--- config.mk ---
export PLATFORM = sky130hd
export DESIGN_NAME = execute_mem_storebuf_p
export DESIGN_NICKNAME = d
export VERILOG_FILES = /design/src/rtl/execute_mem_storebuf_p.sv
export SDC_FILE = /design/constraint.sdc
export NUM_CORES = 1
export LEC_CHECK = 0
export BUFFER_PORTS_ARGS = -buffer_cell sky130_fd_sc_hd__buf_2
export CAP_MARGIN = 10
export CORE_ASPECT_RATIO = 1.75
export CORE_MARGIN = 4
export CORE_UTILIZATION = 54
export CTS_BUF_LIST = sky130_fd_sc_hd__clkbuf_4 sky130_fd_sc_hd__clkbuf_8
export CTS_CLUSTER_SIZE = 25
export DETAILED_ROUTE_END_ITERATION = 16
export PLACE_DENSITY = 0.78
export SYNTH_ARGS = -nofsm -noshare
export SYNTH_HDL_FRONTEND = slang
export SYNTH_SLANG_ARGS = --single-unit
--- constraint.sdc ---
create_clock -name clk -period 3.4 [get_ports clk]
set_clock_uncertainty 0.1 [all_clocks]
set_input_delay 0.68 -clock clk [delete_from_list [all_inputs] [get_ports clk]]
set_output_delay 0.68 -clock clk [all_outputs]
set_load 0.1 [all_outputs]
--- src/rtl/execute_mem_storebuf_p.sv ---
// Store buffer for the memory execute path. It holds speculative stores, promotes them
// in order on ROB commit, and drains committed stores to the wbmem write port.
module execute_mem_storebuf_p #(
    parameter int DEPTH                = 4,
    parameter int PTR_W                = $clog2(DEPTH),
    parameter bit QUERY_COMMITTED_ONLY = 1'b0
) (
    input  logic             clk,
    input  logic             reset,
    input  logic             bco_valid,
    input  logic             i_valid,
    input  logic [31:0]      i_addr,
    input  logic [3:0]       i_strb,
    input  logic [1:0]       i_lswidth,
    input  logic [31:0]      i_data,
    input  logic             i_uncached,
    output logic             o_ready,
    input  logic             i_commit_en_store,
    output logic             o_commit_readyn,
    input  logic             i_wbmem_en,
    output logic             o_wbmem_valid,
    output logic [31:0]      o_wbmem_addr,
    output logic [3:0]       o_wbmem_strb,
    output logic [1:0]       o_wbmem_lswidth,
    output logic [31:0]      o_wbmem_data,
    output logic             o_wbmem_uncached,
    input  logic [31:0]      s_qaddr,
    output logic             s_busy,
    output logic             s_o_busy_uncached,
    output logic [PTR_W:0]   o_count
);

    typedef logic [PTR_W:0] ptr_t;

    ptr_t        r_head, r_cmt, r_tail;
    logic [31:0] r_addr     [DEPTH];
    logic [3:0]  r_strb     [DEPTH];
    logic [1:0]  r_lswidth  [DEPTH];
    logic [31:0] r_data     [DEPTH];
    logic        r_uncached [DEPTH];

    ptr_t w_count, w_ncmt, w_cmt_next, w_tail_next;
    logic w_full, w_enq, w_cmt, w_drain;
    logic w_busy_all, w_busy_cmt, w_busy_unc;
    logic [PTR_W-1:0] w_hidx;

    assign w_count = r_tail - r_head;
    assign w_ncmt  = r_cmt - r_head;
    assign w_full  = (w_count == ptr_t'(DEPTH));
    assign w_hidx  = r_head[PTR_W-1:0];

    assign w_enq   = i_valid && !w_full && !bco_valid;
    // Commit looks at the registered tail, so a same-cycle enqueue cannot be committed.
    assign w_cmt   = i_commit_en_store && (r_cmt != r_tail);
    assign w_drain = o_wbmem_valid && i_wbmem_en;

    assign w_cmt_next  = r_cmt + ptr_t'(w_cmt);
    assign w_tail_next = bco_valid ? w_cmt_next : (r_tail + ptr_t'(w_enq));

    always_ff @(posedge clk) begin
        if (reset) begin
            r_head <= '0;
            r_cmt  <= '0;
            r_tail <= '0;
            for (int i = 0; i < DEPTH; i++) begin
                r_addr[i]     <= '0;
                r_strb[i]     <= '0;
                r_lswidth[i]  <= '0;
                r_data[i]     <= '0;
                r_uncached[i] <= 1'b0;
            end
        end else begin
            r_head <= r_head + ptr_t'(w_drain);
            r_cmt  <= w_cmt_next;
            r_tail <= w_tail_next;
            if (w_enq) begin
                r_addr[r_tail[PTR_W-1:0]]     <= i_addr;
                r_strb[r_tail[PTR_W-1:0]]     <= i_strb;
                r_lswidth[r_tail[PTR_W-1:0]]  <= i_lswidth;
                r_data[r_tail[PTR_W-1:0]]     <= i_data;
                r_uncached[r_tail[PTR_W-1:0]] <= i_uncached;
            end
        end
    end

    // Region membership uses the entry's distance from head, which handles wrap and full.
    always_comb begin
        logic [PTR_W-1:0] w_off;
        logic             w_hit;
        w_off      = '0;
        w_hit      = 1'b0;
        w_busy_all = 1'b0;
        w_busy_cmt = 1'b0;
        w_busy_unc = 1'b0;
        for (int i = 0; i < DEPTH; i++) begin
            w_off = PTR_W'(i) - w_hidx;
            w_hit = (r_addr[i][31:2] == s_qaddr[31:2]);
            if ({1'b0, w_off} < w_count) begin
                w_busy_all = w_busy_all | w_hit;
                w_busy_unc = w_busy_unc | r_uncached[i];
            end
            if ({1'b0, w_off} < w_ncmt) begin
                w_busy_cmt = w_busy_cmt | w_hit;
            end
        end
    end

    assign o_ready           = !w_full;
    assign o_commit_readyn   = (r_cmt == r_tail);
    assign o_wbmem_valid     = (r_head != r_cmt);
    assign o_wbmem_addr      = r_addr[w_hidx];
    assign o_wbmem_strb      = r_strb[w_hidx];
    assign o_wbmem_lswidth   = r_lswidth[w_hidx];
    assign o_wbmem_data      = r_data[w_hidx];
    assign o_wbmem_uncached  = r_uncached[w_hidx];
    assign s_busy            = QUERY_COMMITTED_ONLY ? w_busy_cmt : w_busy_all;
    assign s_o_busy_uncached = w_busy_unc;
    assign o_count           = w_count;

endmodule

---- Yosys cells after proc, flatten, opt, wreduce, memory -nomap -nowiden ----
Memory sizes are Yosys's and may differ from the RTL's. A register that Yosys moved wholly into a read port is not among the register bits.
Index checks and enable logic that the tools add are counted.
Widths: inputs -> output; s select.
cells by class
  add/subtract/negate cells ............... 8
  magnitude comparators ................... 4
  equal/unequal tests ..................... 8
  muxes and demuxes ....................... 34
  bitwise logic cells ..................... 6
  reduce and logical (&&, ||, !) cells .... 11
operator list
  kind                 count
  $eq 30x30->1         4
  $mux 32              2
  $reduce_or 32->1     2
  $mux 2               11
  $mux 1               19
  $lt 2x3->1           4
  $add 3x1->3          3
  $ne 3x3->1           2
  $or 1x1->1           6
  $logic_and 1x1->1    4
  $mux 4               1
  $reduce_or 4->1      1
  $sub 1x2->2 const A  2
  $sub 2x2->2 const A  2
  $eq 3x3->1           1
  $eq 3x3->1 const B   1
  $mux 3               1
  $sub 3x3->3          1
  $logic_not 1->1      2
  $reduce_or 2->1      1
  $reduce_or 1->1      1
word-level totals
  bits in registers ....................... 9
  memory bits (writable) .................. 284
  bits of input ports ..................... 109
  output and inout bits ................... 79
  logic and storage cells ................. 79
  memories ................................ 5
memories
  name        words  bits a word  read ports  clocked after Yosys merged registers in  wr ports  line  source
  r_addr      4      32           5           1                                        4         36    logic [31:0] r_addr [DEPTH];
  r_data      4      32           1           1                                        4         39    logic [31:0] r_data [DEPTH];
  r_strb      4      4            1           1                                        4         37    logic [3:0] r_strb [DEPTH];
  r_lswidth   4      2            1           1                                        4         38    logic [1:0] r_lswidth [DEPTH];
  r_uncached  4      1            5           1                                        4         40    logic r_uncached [DEPTH];

---- Logic depth before layout (Yosys ltp) ----
  depth after elaboration ................. 10
  gate-level depth with buffers ........... 11
  mapped depth without buffers ............ 11

---- Worst setup path before layout ----
OpenSTA, ideal clock, no wires.
  kind .................................... flip-flop to output port
  start ................................... register r_head[1]
  end ..................................... output s_busy
  data arrival time ....................... 3,880 ps
  required time ........................... 2,620 ps
  slack ................................... -1,260 ps
  stages on the path, launching flop included .. 10
  path through ............................ dfxtp_1 clkbuf_1 inv_1 fa_1 inv_1 ha_1 nor2b_1 o21ai_0 nand3_1 nand4_1
between the ends
  cells in the longest elaborated chain, start to end .. 9
  elaborated cells between the ends (all ways) .. 16
  those cells by class .................... add/sub: 5; order compare: 4; mux: 4; bitwise: 3
RTL lines
  element                 line  source
  start, declared         35    ptr_t r_head, r_cmt, r_tail;
  start signal, assigned  73    r_head <= r_head + ptr_t'(w_drain);
  $sub 3x3->3 (*)         47    assign w_count = r_tail - r_head;
  net o_count[1]          30    output logic [PTR_W:0] o_count
  $lt 2x3->1              98    if ({1'b0, w_off} < w_count) begin
  $mux 1                  98
  $or 1x1->1              99    w_busy_all = w_busy_all | w_hit;
  $mux 1                  98
  $or 1x1->1              99
  $mux 1                  98
  $or 1x1->1              99
  $mux 1 (*)              98
  end, declared           28    output logic s_busy,
The timed path passes the listed nets; every way through them passes the cells marked *.

---- Final worst setup path ----
  start ................................... register r_tail[0]
  end ..................................... output s_busy
between the ends
  cells in the longest elaborated chain, start to end .. 9
  elaborated cells between the ends (all ways) .. 12
  those cells by class .................... add/sub: 1; order compare: 4; mux: 4; bitwise: 3
RTL lines
  element                 line  source
  start, declared         35
  start signal, assigned  75    r_tail <= w_tail_next;
  $sub 3x3->3 (*)         47
  $lt 2x3->1              98
  $mux 1                  98
  $or 1x1->1              99
  $mux 1                  98
  $or 1x1->1              99
  $mux 1                  98
  $or 1x1->1              99
  $mux 1 (*)              98
Mark *: on every way between the ends. The rest lies on a longest branch, timed or not.

==> flow_metrics.env <==
export IMPL_clock_latency_ns=0.55
export IMPL_drv_max_cap_violation_count=0
export IMPL_period_needed_ns=3.599
export IMPL_cts_buffers_inserted=42
export IMPL_grt_ovfl_total=0
export IMPL_initial_core_util_pct=55.08
export IMPL_multi_input_area_um2=5473
export IMPL_holdCritPathClass="input pin to flop"
export IMPL_area_sequential_um2=8720
export IMPL_synth_area_top_cells="edfxtp_1, and2_1, mux4_2"
export IMPL_grt_antenna_before_repair=7
export IMPL_final_fill_count=1918
export IMPL_leakage_nw=6.264
export IMPL_cts_htree_levels=2
export IMPL_fmaxAchievable_mhz=277.9
export IMPL_power_per_cell_area_nw_per_um2=773.4
export IMPL_max_clock_path_buffers=3
export IMPL_post_cts_hold_buffer_count=0
export IMPL_crit_reg2reg_launch="r_tail[0]"
export IMPL_syn_avg_cell_area_um2=14.93
export IMPL_detail_route_first_pass_iterations=5
export IMPL_critical_path_cell_chain="inv_4 > ha_4 > inv_2 > fa_2 > inv_4 > ha_4 > nor2b_4 > o21ai_4 > nand3_2 > nand4_1 > buf_12"
export IMPL_detailedPlacementHpwl_mm=22.98
export IMPL_dominantRegCellSynth="edfxtp_1"
export IMPL_clkTransAtPathRegs_ns=0.06
export IMPL_chipHeight_um=223.7
export IMPL_route_vias_total=8400
export IMPL_floorplan_core_area_um2=26060
export IMPL_yosysWarnings=0
export IMPL_worst_r2r_endpoint="r_data[1][21]"
export IMPL_cp_buffers_inverters=4
export IMPL_drt_first_iter_violations=591
export IMPL_yosys_top_cells_count="edfxtp_1, and2_1, xnor2_1"
export IMPL_reg2regPathDepth=10
export IMPL_worst_ep_arrival_time_ns=2.82
export IMPL_path_delay_family="adder cells"
export IMPL_status="finished, violations left"
export IMPL_synthToLayoutAreaGrowth_pct=16.77
export IMPL_clock_tree_root_cell="clkbuf_8"
export IMPL_synth_simple_gate_area_share_pct=15.69
export IMPL_final_nets=1267
export IMPL_vias_per_cell=5.604
export IMPL_min_to="r_tail[2]"
export IMPL_final_hold_violation_count=0
export IMPL_mapped_area_um2=14350
export IMPL_fraction_of_synthesized_area_in_multiplexers_pct=11.28
export IMPL_syn_instance_count=961
export IMPL_slowest_stage="fa_2"
export IMPL_first_global_vias=9031
export IMPL_ir_drop_uv=725.1
export IMPL_yosys_area_top_type="edfxtp_1"
export IMPL_synth_top_family_by_area="simple AND/OR/NAND/NOR gates"
export IMPL_failed_checks="negative setup slack"
export IMPL_design_power_total_mw=12.96
export IMPL_grt_max_degree=72
export IMPL_finalWeightedCongestion=0.9251
export IMPL_seq_area_frac_synth_pct=60.68
export IMPL_post_detailed_route_wirelength_per_cell_um=23.43
export IMPL_die_x_um=131.2
export IMPL_final_cell_count_no_fill=1499
export IMPL_start_kind="flop"
export IMPL_slew_violations=0
export IMPL_worst_slew_margin_pct=55.82
export IMPL_leading_cell_type_by_number_of_instances_after_synthesis="edfxtp_1"
export IMPL_synth_largest_type_area_fraction_pct=59.42
export IMPL_io_pins=188
export IMPL_tritoncts="built"
export IMPL_wire_length_of_the_first_global_routing_pass_mm=53.09
export IMPL_worstPathMaxFanout=6
export IMPL_remaining_drc_errors=0
export IMPL_worst_hold_startpoint="bco_valid"
export IMPL_synth_xor_xnor_area_share_pct=8.108
export IMPL_critical_path_max_stage_delay_ns=0.55
export IMPL_fin_ws_ns=-0.1990
export IMPL_synthDistinctLibCells=33
export IMPL_worst_r2r_setup_slack_ns=0.38
export IMPL_drt_wl_total_mm=35.12
export IMPL_util_after_layout_pct=64.31
export IMPL_place_ws_ns=0.1325
export IMPL_final_min_period_over_clock_period_pct=105.9
export IMPL_finalSetupViolCount=2
export IMPL_grt_use_total_pct=23.84
export IMPL_floorplan_rows=78
export IMPL_synth_adder_area_share_pct=1.273
export IMPL_max_slew_worst_pin_slew_ns=0.6627
export IMPL_count_of_input_and_output_buffers=185
export IMPL_detail_route_antenna_nets=0
export IMPL_synth_enable_flop_cells=284
export IMPL_ys_seq_elements=293
export IMPL_holdPathStages=2
export IMPL_placed_cells_incl_taps=1416
export IMPL_synth_net_count=1084
export IMPL_end_kind="primary output"
export IMPL_hold_worst_slack_ns=0.3093
export IMPL_floorplan_die_area_um2=29350
export IMPL_asyncSetResetFlopFracSynth_pct=0
export IMPL_cp_data_required_time_ns=2.62
export IMPL_layout_drive_gt1_share_pct=35.69
export IMPL_clock_sink_count=293
export IMPL_synth_compound_gate_area_share_pct=0.5057
export IMPL_criticalPathCategory="flop to primary output"
export IMPL_unrepaired_setup_endpoints_after_global_routing="true"
[power breakdown]
group	switching [mW]	internal, mW	leakage [nW]
logic	4.25	1.60	2.83
registers	0.139	4.31	3.02
clock network	1.30	1.36	0.418
total	5.69	7.28	6.26
[metal layers]
metal | vias to the layer above | wire (um) | GRT usage [%] | part of all wire [%]
met1 | 4190 | 12030 | 25.96 | 34
met3 | 82 | 1982 | 4.607 | 5.6
met5 | - | 27 | 0 | 0.077
li1 | 3820 | - | - | -
met2 | 304 | 19570 | 44.44 | 56
met4 | 4 | 1509 | 11.50 | 4.3
[kinds of logic (layout without fill, tap and decap cells)]
| family | after synthesis | count (layout) |
|---|---|---|
| other | 0 | 5 |
| AND/OR/NAND/NOR | 355 | 355 |
| XOR/XNOR | 131 | 131 |
| adder cells (fa/ha/maj) | 14 | 14 |
| AO/OA/AOI/OAI | 9 | 9 |
| multiplexers | 73 | 73 |
| flip-flops | 293 | 293 |
| buffers and inverters | 86 | 299 |
[worst max-delay path by stage]
stage	start	depth (start not counted)	end	slack [ns]
global placement	r_tail[0]	11	s_busy	0.18
detailed placement	r_tail[0]	11	s_busy	0.13
finish	r_tail[0]	11	s_busy	-0.20
global route	r_tail[0]	12	s_busy	-0.28
floorplan	r_tail[0]	10	s_busy	-0.52
CTS	r_tail[0]	12	s_busy	-0.23
[worst register-to-register path: stages, from the launching register on]
cell and delay, ns:
dfxtp_4 0.35, inv_4 0.06, ha_4 0.13, inv_2 0.03, fa_2 0.32, xor3_2 0.39, o311a_4 0.27, nor2b_4 0.19
nor3b_4 0.24, or2_4 0.16, buf_12 0.39
[area by class of cell]
cell class	instances	area share (%)
diodes	5	0.07466
clock buffers	59	4.285
clock inverters	15	0.4181
inverters	9	0.2762
multi-input cells	582	32.66
flip-flops and latches	293	52.03
well taps	320	2.389
repair buffers	216	7.869
[placed cells by master (no fill, tap or decap), types with 2 or more instances in the layout]
cell	instances
and2_1	257
nor2_1	5
clkbuf_4	15
dfxtp_1	6
buf_4	23
edfxtp_1	284
buf_2	180
and2_2	28
nor2b_4	4
xnor2_1	126
nand2_1	4
clkinv_2	5
a22oi_2	2
diode_2	5
inv_4	2
mux4_2	71
or2_4	3
clkbuf_8	45
dfxtp_4	3
nor3b_4	2
nand3_2	2
o21ai_4	3
ha_1	8
nand3_1	4
nand4_1	29
buf_12	11
nor4_1	8
xor2_1	4
ha_4	5
mux2i_1	2
inv_1	4
clkinv_1	8
clkinvlp_4	4
nor2b_1	5
[state kept, by name, indices dropped and copies added, names as in the netlist]
| signal | count |
|---|---|
| r_tail | 3 |
| r_addr | 128 |
| r_uncached | 4 |
| r_lswidth | 8 |
| r_cmt | 3 |
| r_data | 128 |
| r_strb | 16 |
| r_head | 3 |
[metrics by stage]
step           area (um^2)  TNS, ns
2_1_floorplan        14460   -12.51
3_3_place_gp         15810        0
3_5_place_dp         15810        0
4_1_cts              16740  -0.4042
5_1_grt              16760  -0.5121
6_report             16760  -0.3041
[timing repair]
item	in CTS	in global routing
endpoints found under the setup margin	28	7
hold endpoints to repair	0	0
resized for setup	24	1
setup buffers	5	0
pin swaps	10	3
No activity file was read; power rests on OpenSTA's default activity.
